==> src/rtl/bcd_to_bin_conv.sv <==
// Sequential packed-BCD to binary converter: one digit per clock, MSB first,
// acc = acc*10 + digit. Invalid nibbles force a zero result with err set.
module bcd_to_bin_conv #(
  parameter int DIGITS = 4,
  parameter int BIN_W  = 14
) (
  input  logic                clk,
  input  logic                rst,
  input  logic                start,
  input  logic [4*DIGITS-1:0] bcd_in,
  output logic                busy,
  output logic                done,
  output logic [BIN_W-1:0]    bin_out,
  output logic                err
);

  localparam int CNT_W = (DIGITS > 1) ? $clog2(DIGITS) : 1;

  typedef enum logic [1:0] {IDLE, CONV, DONE} state_t;

  state_t              state, state_nxt;
  logic [4*DIGITS-1:0] sreg;
  logic [BIN_W-1:0]    acc;
  logic [CNT_W-1:0]    cnt;
  logic                bad;
  logic [3:0]          dig;

  assign dig = sreg[4*DIGITS-1 -: 4];

  // acc*10 + d as (acc<<3)+(acc<<1)+d, widened by 4 bits then truncated
  function automatic logic [BIN_W-1:0] mac10(input logic [BIN_W-1:0] a,
                                             input logic [3:0]       d);
    logic [BIN_W+3:0] w;
    w = ({4'b0000, a} << 3) + ({4'b0000, a} << 1) + {{BIN_W{1'b0}}, d};
    return w[BIN_W-1:0];
  endfunction

  always_comb begin
    state_nxt = state;
    case (state)
      IDLE:    if (start) state_nxt = CONV;
      CONV:    if (cnt == CNT_W'(DIGITS - 1)) state_nxt = DONE;
      DONE:    state_nxt = IDLE;
      default: state_nxt = IDLE;
    endcase
  end

  always_ff @(posedge clk) begin
    if (rst) begin
      state   <= IDLE;
      busy    <= 1'b0;
      done    <= 1'b0;
      bin_out <= '0;
      err     <= 1'b0;
      acc     <= '0;
      cnt     <= '0;
      bad     <= 1'b0;
    end else begin
      state <= state_nxt;
      busy  <= (state_nxt != IDLE);
      done  <= (state == DONE);
      case (state)
        IDLE: begin
          if (start) begin
            acc <= '0;
            cnt <= '0;
            bad <= 1'b0;
          end
        end
        CONV: begin
          acc <= mac10(acc, dig);
          cnt <= cnt + CNT_W'(1);
          if (dig > 4'd9) bad <= 1'b1;
        end
        DONE: begin
          bin_out <= bad ? '0 : acc;
          err     <= bad;
        end
        default: ;
      endcase
    end
  end

  // Digit shift register is pure data; only loaded in IDLE and consumed in CONV
  always_ff @(posedge clk) begin
    if (state == IDLE && start) sreg <= bcd_in;
    else if (state == CONV)     sreg <= sreg << 4;
  end

endmodule
==> config.mk <==
export PLATFORM = sky130hd
export DESIGN_NAME = bcd_to_bin_conv
export DESIGN_NICKNAME = d
export VERILOG_FILES = /design/src/rtl/bcd_to_bin_conv.sv
export SDC_FILE = /design/constraint.sdc
export NUM_CORES = 1
export LEC_CHECK = 0
export CORE_UTILIZATION = 50
export CTS_BUF_LIST = sky130_fd_sc_hd__clkbuf_2 sky130_fd_sc_hd__clkbuf_4 sky130_fd_sc_hd__clkbuf_8
export DETAILED_ROUTE_END_ITERATION = 8
export GPL_TIMING_DRIVEN = 0
export PLACE_DENSITY = 0.84
export SKIP_LAST_GASP = 1
export SLEW_MARGIN = 20
export SYNTH_ARGS = -nofsm -noshare
export SYNTH_HDL_FRONTEND = slang
export SYNTH_SLANG_ARGS = --single-unit
export TNS_END_PERCENT = 50
==> constraint.sdc <==
create_clock -name clk -period 2.7 [get_ports clk]
set_clock_uncertainty 0.1 [all_clocks]
set_input_delay 0.27 -clock clk [delete_from_list [all_inputs] [get_ports clk]]
set_output_delay 0.27 -clock clk [all_outputs]
set_load 0.01 [all_outputs]
## Yosys cells after proc, flatten, opt, wreduce, memory -nomap -nowiden

Cells that the tools add are included.

| storage, ports and cells | value |
|---|---|
| register bits after elaboration | 52 |
| input bits | 19 |
| output and inout port bits | 17 |
| logic and storage cells | 38 |

| cells by class | value |
|---|---|
| add/subtract/negate cells | 3 |
| order comparisons | 1 |
| equality and inequality tests | 5 |
| multiplexer cells | 13 |
| reduce and logical (&&, ||, !) cells | 7 |

Operators with widths:

| cell | number |
|---|---|
| $mux 16 | 2 |
| $mux 14 | 2 |
| $pmux 14 s2 | 1 |
| $add 14x14->14 | 1 |
| $add 14x4->14 | 1 |
| $pmux 2 s2 | 2 |
| $mux 2 | 3 |
| $reduce_bool 2->1 | 3 |
| $eq 2x2->1 const B | 2 |
| $gt 4x4->1 const B | 1 |
| $ne 2x2->1 const B | 2 |
| $reduce_and 3->1 | 1 |
| $add 2x1->2 const B | 1 |
| $eq 2x1->1 const B | 1 |
| $logic_not 2->1 | 1 |
| $mux 1 | 2 |
| $pmux 1 s2 | 1 |
| $reduce_and 2->1 | 1 |
| $logic_and 1x1->1 | 1 |

## Longest topological paths before layout

| logic depth | value |
|---|---|
| depth after elaboration | 4 |
| mapped depth | 9 |
| mapped depth without buffers | 9 |

## Worst setup path after synthesis

OpenSTA, ideal clock, no wires.

| timing | value |
|---|---|
| path kind | flip-flop to flip-flop |
| start point | register sreg[15] |
| end point | register acc[13] |
| library setup time | 0.117 ns |
| arrival | 2.293 ns |
| required time | 2.483 ns |
| setup slack | 0.189 ns |
| stages on the path, launching flop included | 10 |
| path buffers | 0 |
| clock period less this slack | 2.511 ns |
| cell sequence | edfxtp_1 inv_1 fa_1 inv_1 ha_1 a21o_1 nand4_1 a21oi_2 or3_1 a32o_1 |

| on the way | value |
|---|---|
| cells in the longest elaborated chain, start to end | 2 |

RTL lines:

| element | line | source |
|---|---|---|
| start: declaration | 22 | `logic [4*DIGITS-1:0] sreg;` |
| start signal: assignment | 86 | `if (state == IDLE && start) sreg <= bcd_in;` |
| start signal: assignment | 87 | `else if (state == CONV) sreg <= sreg << 4;` |
| $add 14x4->14 | 34 | `w = ({4'b0000, a} << 3) + ({4'b0000, a} << 1) + {{BIN_W{1'b0}}, d};` |
| $pmux 14 s2 | 62 | `case (state)` |
| end signal: assignment | 71 | `acc <= mac10(acc, dig);` |
| end: declaration | 23 | `logic [BIN_W-1:0] acc;` |

No other way between the ends.
A chain may end at the register's enable or synchronous reset.

## Worst setup path after layout

| timing | value |
|---|---|
| start point | register sreg[15] |
| end point | register acc[12] |

Same word-level chain as after synthesis.

==> run metrics <==
core area=0.00511 mm^2; Worst path max stage delay=450 ps; Yosys cell types=37; CTS Sinks=52; antenna viol nets, final=0; Num CTS Buffers=5; unrepaired setup endpoints after global routing=false; VDD IR-drop max=423 uV; setup ws final=69.6 ps; initial DRC count=94; clk slew on worst S/H paths=100 ps; Area contributors post-synth=dfxtp_1, edfxtp_1, ha_1; GRT Resource Usage Total=0.229; Synth top area share=0.273; worst min path class=primary input to flop; Net Sw Power=416 uW; DRT Pass-1 Iters=4; clk root buf=clkbuf_8; CP Data Arrival Time=2750 ps; drt drc=0; Final Max Tran Viols=0; Fin. Hold Viols=0; placed cell area=0.00306 mm^2; Syn Area/Cell=9.12 um^2; WS Path Type=flop to flop; row count=26; top fanout value on the critical path=3; Peak Freq=380 MHz; DPL Wire Length=4400 um; cell with the most instances after synthesis=nand2_1; Post-synth top flop=dfxtp_1; via count=2228; Post-synth ARST share=0; register area share after synthesis=0.456; number of global-route vias before repair=2103; crit-path cells=inv_2 -> fa_1 -> fa_1 -> nand2b_1 -> a21oi_2 -> o211ai_1 -> a21o_1 -> a32o_1; Layout area overhead=20.2%; leak pwr=1.33 nW; Max transition margin=0.551; first-pass GRT wire length=9520 um; Critical-path top delay cell=fa_1; total grt overflow=0; area leader, netlist=dfxtp_1; Mapped Nets=333; Sw Share=0.270; Most common cell on crit path=fa_1; largest net degree at the start of global routing=18; Final Cycle Share=0.974; setup TNS=0 ps; initial antenna violation count=0; diode count=0; worst hold margin=312 ps; pre-CTS setup slack=0.385 ps; worst skew pair latency=320 ps; fin crit period=2630 ps; Max Cap Viol=0; Flop pwr share=0.566; #FFs+latches synth=52; effective utilization at floorplan=0.516; top cells by count, synth=nand2_1, dfxtp_1, nor2_1; routed len/inst=14.6 um; final setup vio count=0; CP Capture Type=flop; cell-internal power=1.13 mW; CTS tree=done; Yosys Warn Count=0; R2R depth=8; Post-Route WL=5880 um; DR vias/cell=5.54; Die Y=74.6 um; share of layout cells above drive strength 1=0.0572; Clock power frac=0.297; Setup crit start kind=flop; cell area power density=487 mW/mm^2; mapped cell area=0.00264 mm^2; final core utilization=0.620; critical path required time=2820 ps; Final Wtd Congestion=0.837; number of port buffers=34; Mapped Cells=289; Ports=36; final net count=375; hold path cells=3; worst slew pin tran=673 ps; number of synthesized flops with an enable pin=16; power share of the combinational group=0.136; die area=0.00557 mm^2; status=finished, final reports clean; clock buffer depth=2; htree depth=2; Die Width=74.6 um; design area=0.00317 mm^2
[area by class of cell]
class                      count  area (um^2)
buffer                        14         52.6
clock buffer                   5         68.8
inverter                      11         41.3
tap                           70         87.6
clock inverter                 3         21.3
multi-input combinational    212         1350
fill                         424         1940
timing repair buffer          35          348
sequential                    52         1200
[power by group through the flow]
| stage | Sequential (mW) | Combinational (mW) | Clock (mW) |
|---|---|---|---|
| finish | 0.873 | 0.210 | 0.459 |
| global route | 0.877 | 0.238 | 0.495 |
| CTS | 0.873 | 0.207 | 0.465 |
| detailed placement | 0.891 | 0.204 | 0 |
| global placement | 0.889 | 0.197 | 0 |
| floorplan | 0.884 | 0.136 | 0 |
[layout by cell type (no fill, tap or decap), types with 4 or more instances in the layout]
cell type,synthesis,final
a21o_1,5,5
a21oi_1,27,26
a22oi_1,4,4
a32o_1,4,4
and3_1,5,5
clkbuf_1,14,14
clkbuf_8,0,5
clkdlybuf4s50_1,0,34
dfxtp_1,36,34
edfxtp_1,16,16
ha_1,23,23
inv_1,11,9
nand2_1,43,43
nand2b_1,4,4
nand3_1,7,7
nor2_1,34,34
nor3_1,4,4
nor3b_1,12,12
o211ai_1,4,4
o21ai_0,5,5
or3_1,5,5
[repair_timing]
item / in CTS / in global routing
setup endpoints to repair: 1 / 5
pin swaps: 0 / 4
hold buffers: 0 / 0
resized for setup: 1 / 4
setup buffers: 0 / 1
endpoints found under the hold margin: 0 / 0
[layer usage]
metal / up-vias / wire length (um) / GRT usage
li1: 1103 / - / -
met1: 1066 / 2710 / 0.304
met2: 48 / 2810 / 0.370
met3: 11 / 248 / 0.0495
met4: 0 / 110 / 0.0839
met5: - / 0 / 0
[registers in the layout, indices dropped and copies added (netlist names)]
register  flops
bin_out      14
busy          1
acc          14
err           1
cnt           2
bad           1
done          1
sreg         16
state         2
[path summary, 6_finish.rpt]
kind	start	endpoint	slack (ps)
hold reg to reg	bin_out[9]$_SDFFE_PP0P_	bin_out[9]$_SDFFE_PP0P_	400
setup / recovery	sreg[15]$_DFFE_PP_	acc[12]$_SDFFE_PP0P_	70
hold / removal	rst	acc[10]$_SDFFE_PP0P_	310
setup reg to reg	sreg[15]$_DFFE_PP_	acc[12]$_SDFFE_PP0P_	70
[worst max-delay path: cells and delay by family, from the launching register on]
| family | cells | cell delay [ps] |
|---|---|---|
| AOI/OAI and AO/OA | 4 | 820 |
| adders and majority gates | 2 | 900 |
| buffers and inverters | 1 | 80 |
| DFF | 1 | 430 |
| and+or+nand+nor | 1 | 200 |
[per-stage QoR]
| step | power [mW] | cells |
|---|---|---|
| floorplan | 1.02 | 289 |
| global placement | 1.09 | 393 |
| detailed placement | 1.09 | 393 |
| CTS | 1.54 | 401 |
| global route | 1.61 | 402 |
| finish | 1.54 | 402 |
[cells by family after synthesis]
logic type / Yosys count / synth area share
XOR/XNOR: 3 / 0.00997
adder cells (fa/ha/maj): 25 / 0.124
AO/OA/AOI/OAI: 60 / 0.151
multiplexers: 1 / 0.00380
buffers and inverters: 25 / 0.0356
AND/OR/NAND/NOR: 123 / 0.220
flip-flops: 52 / 0.456
No activity file was read; power rests on OpenSTA's default activity.
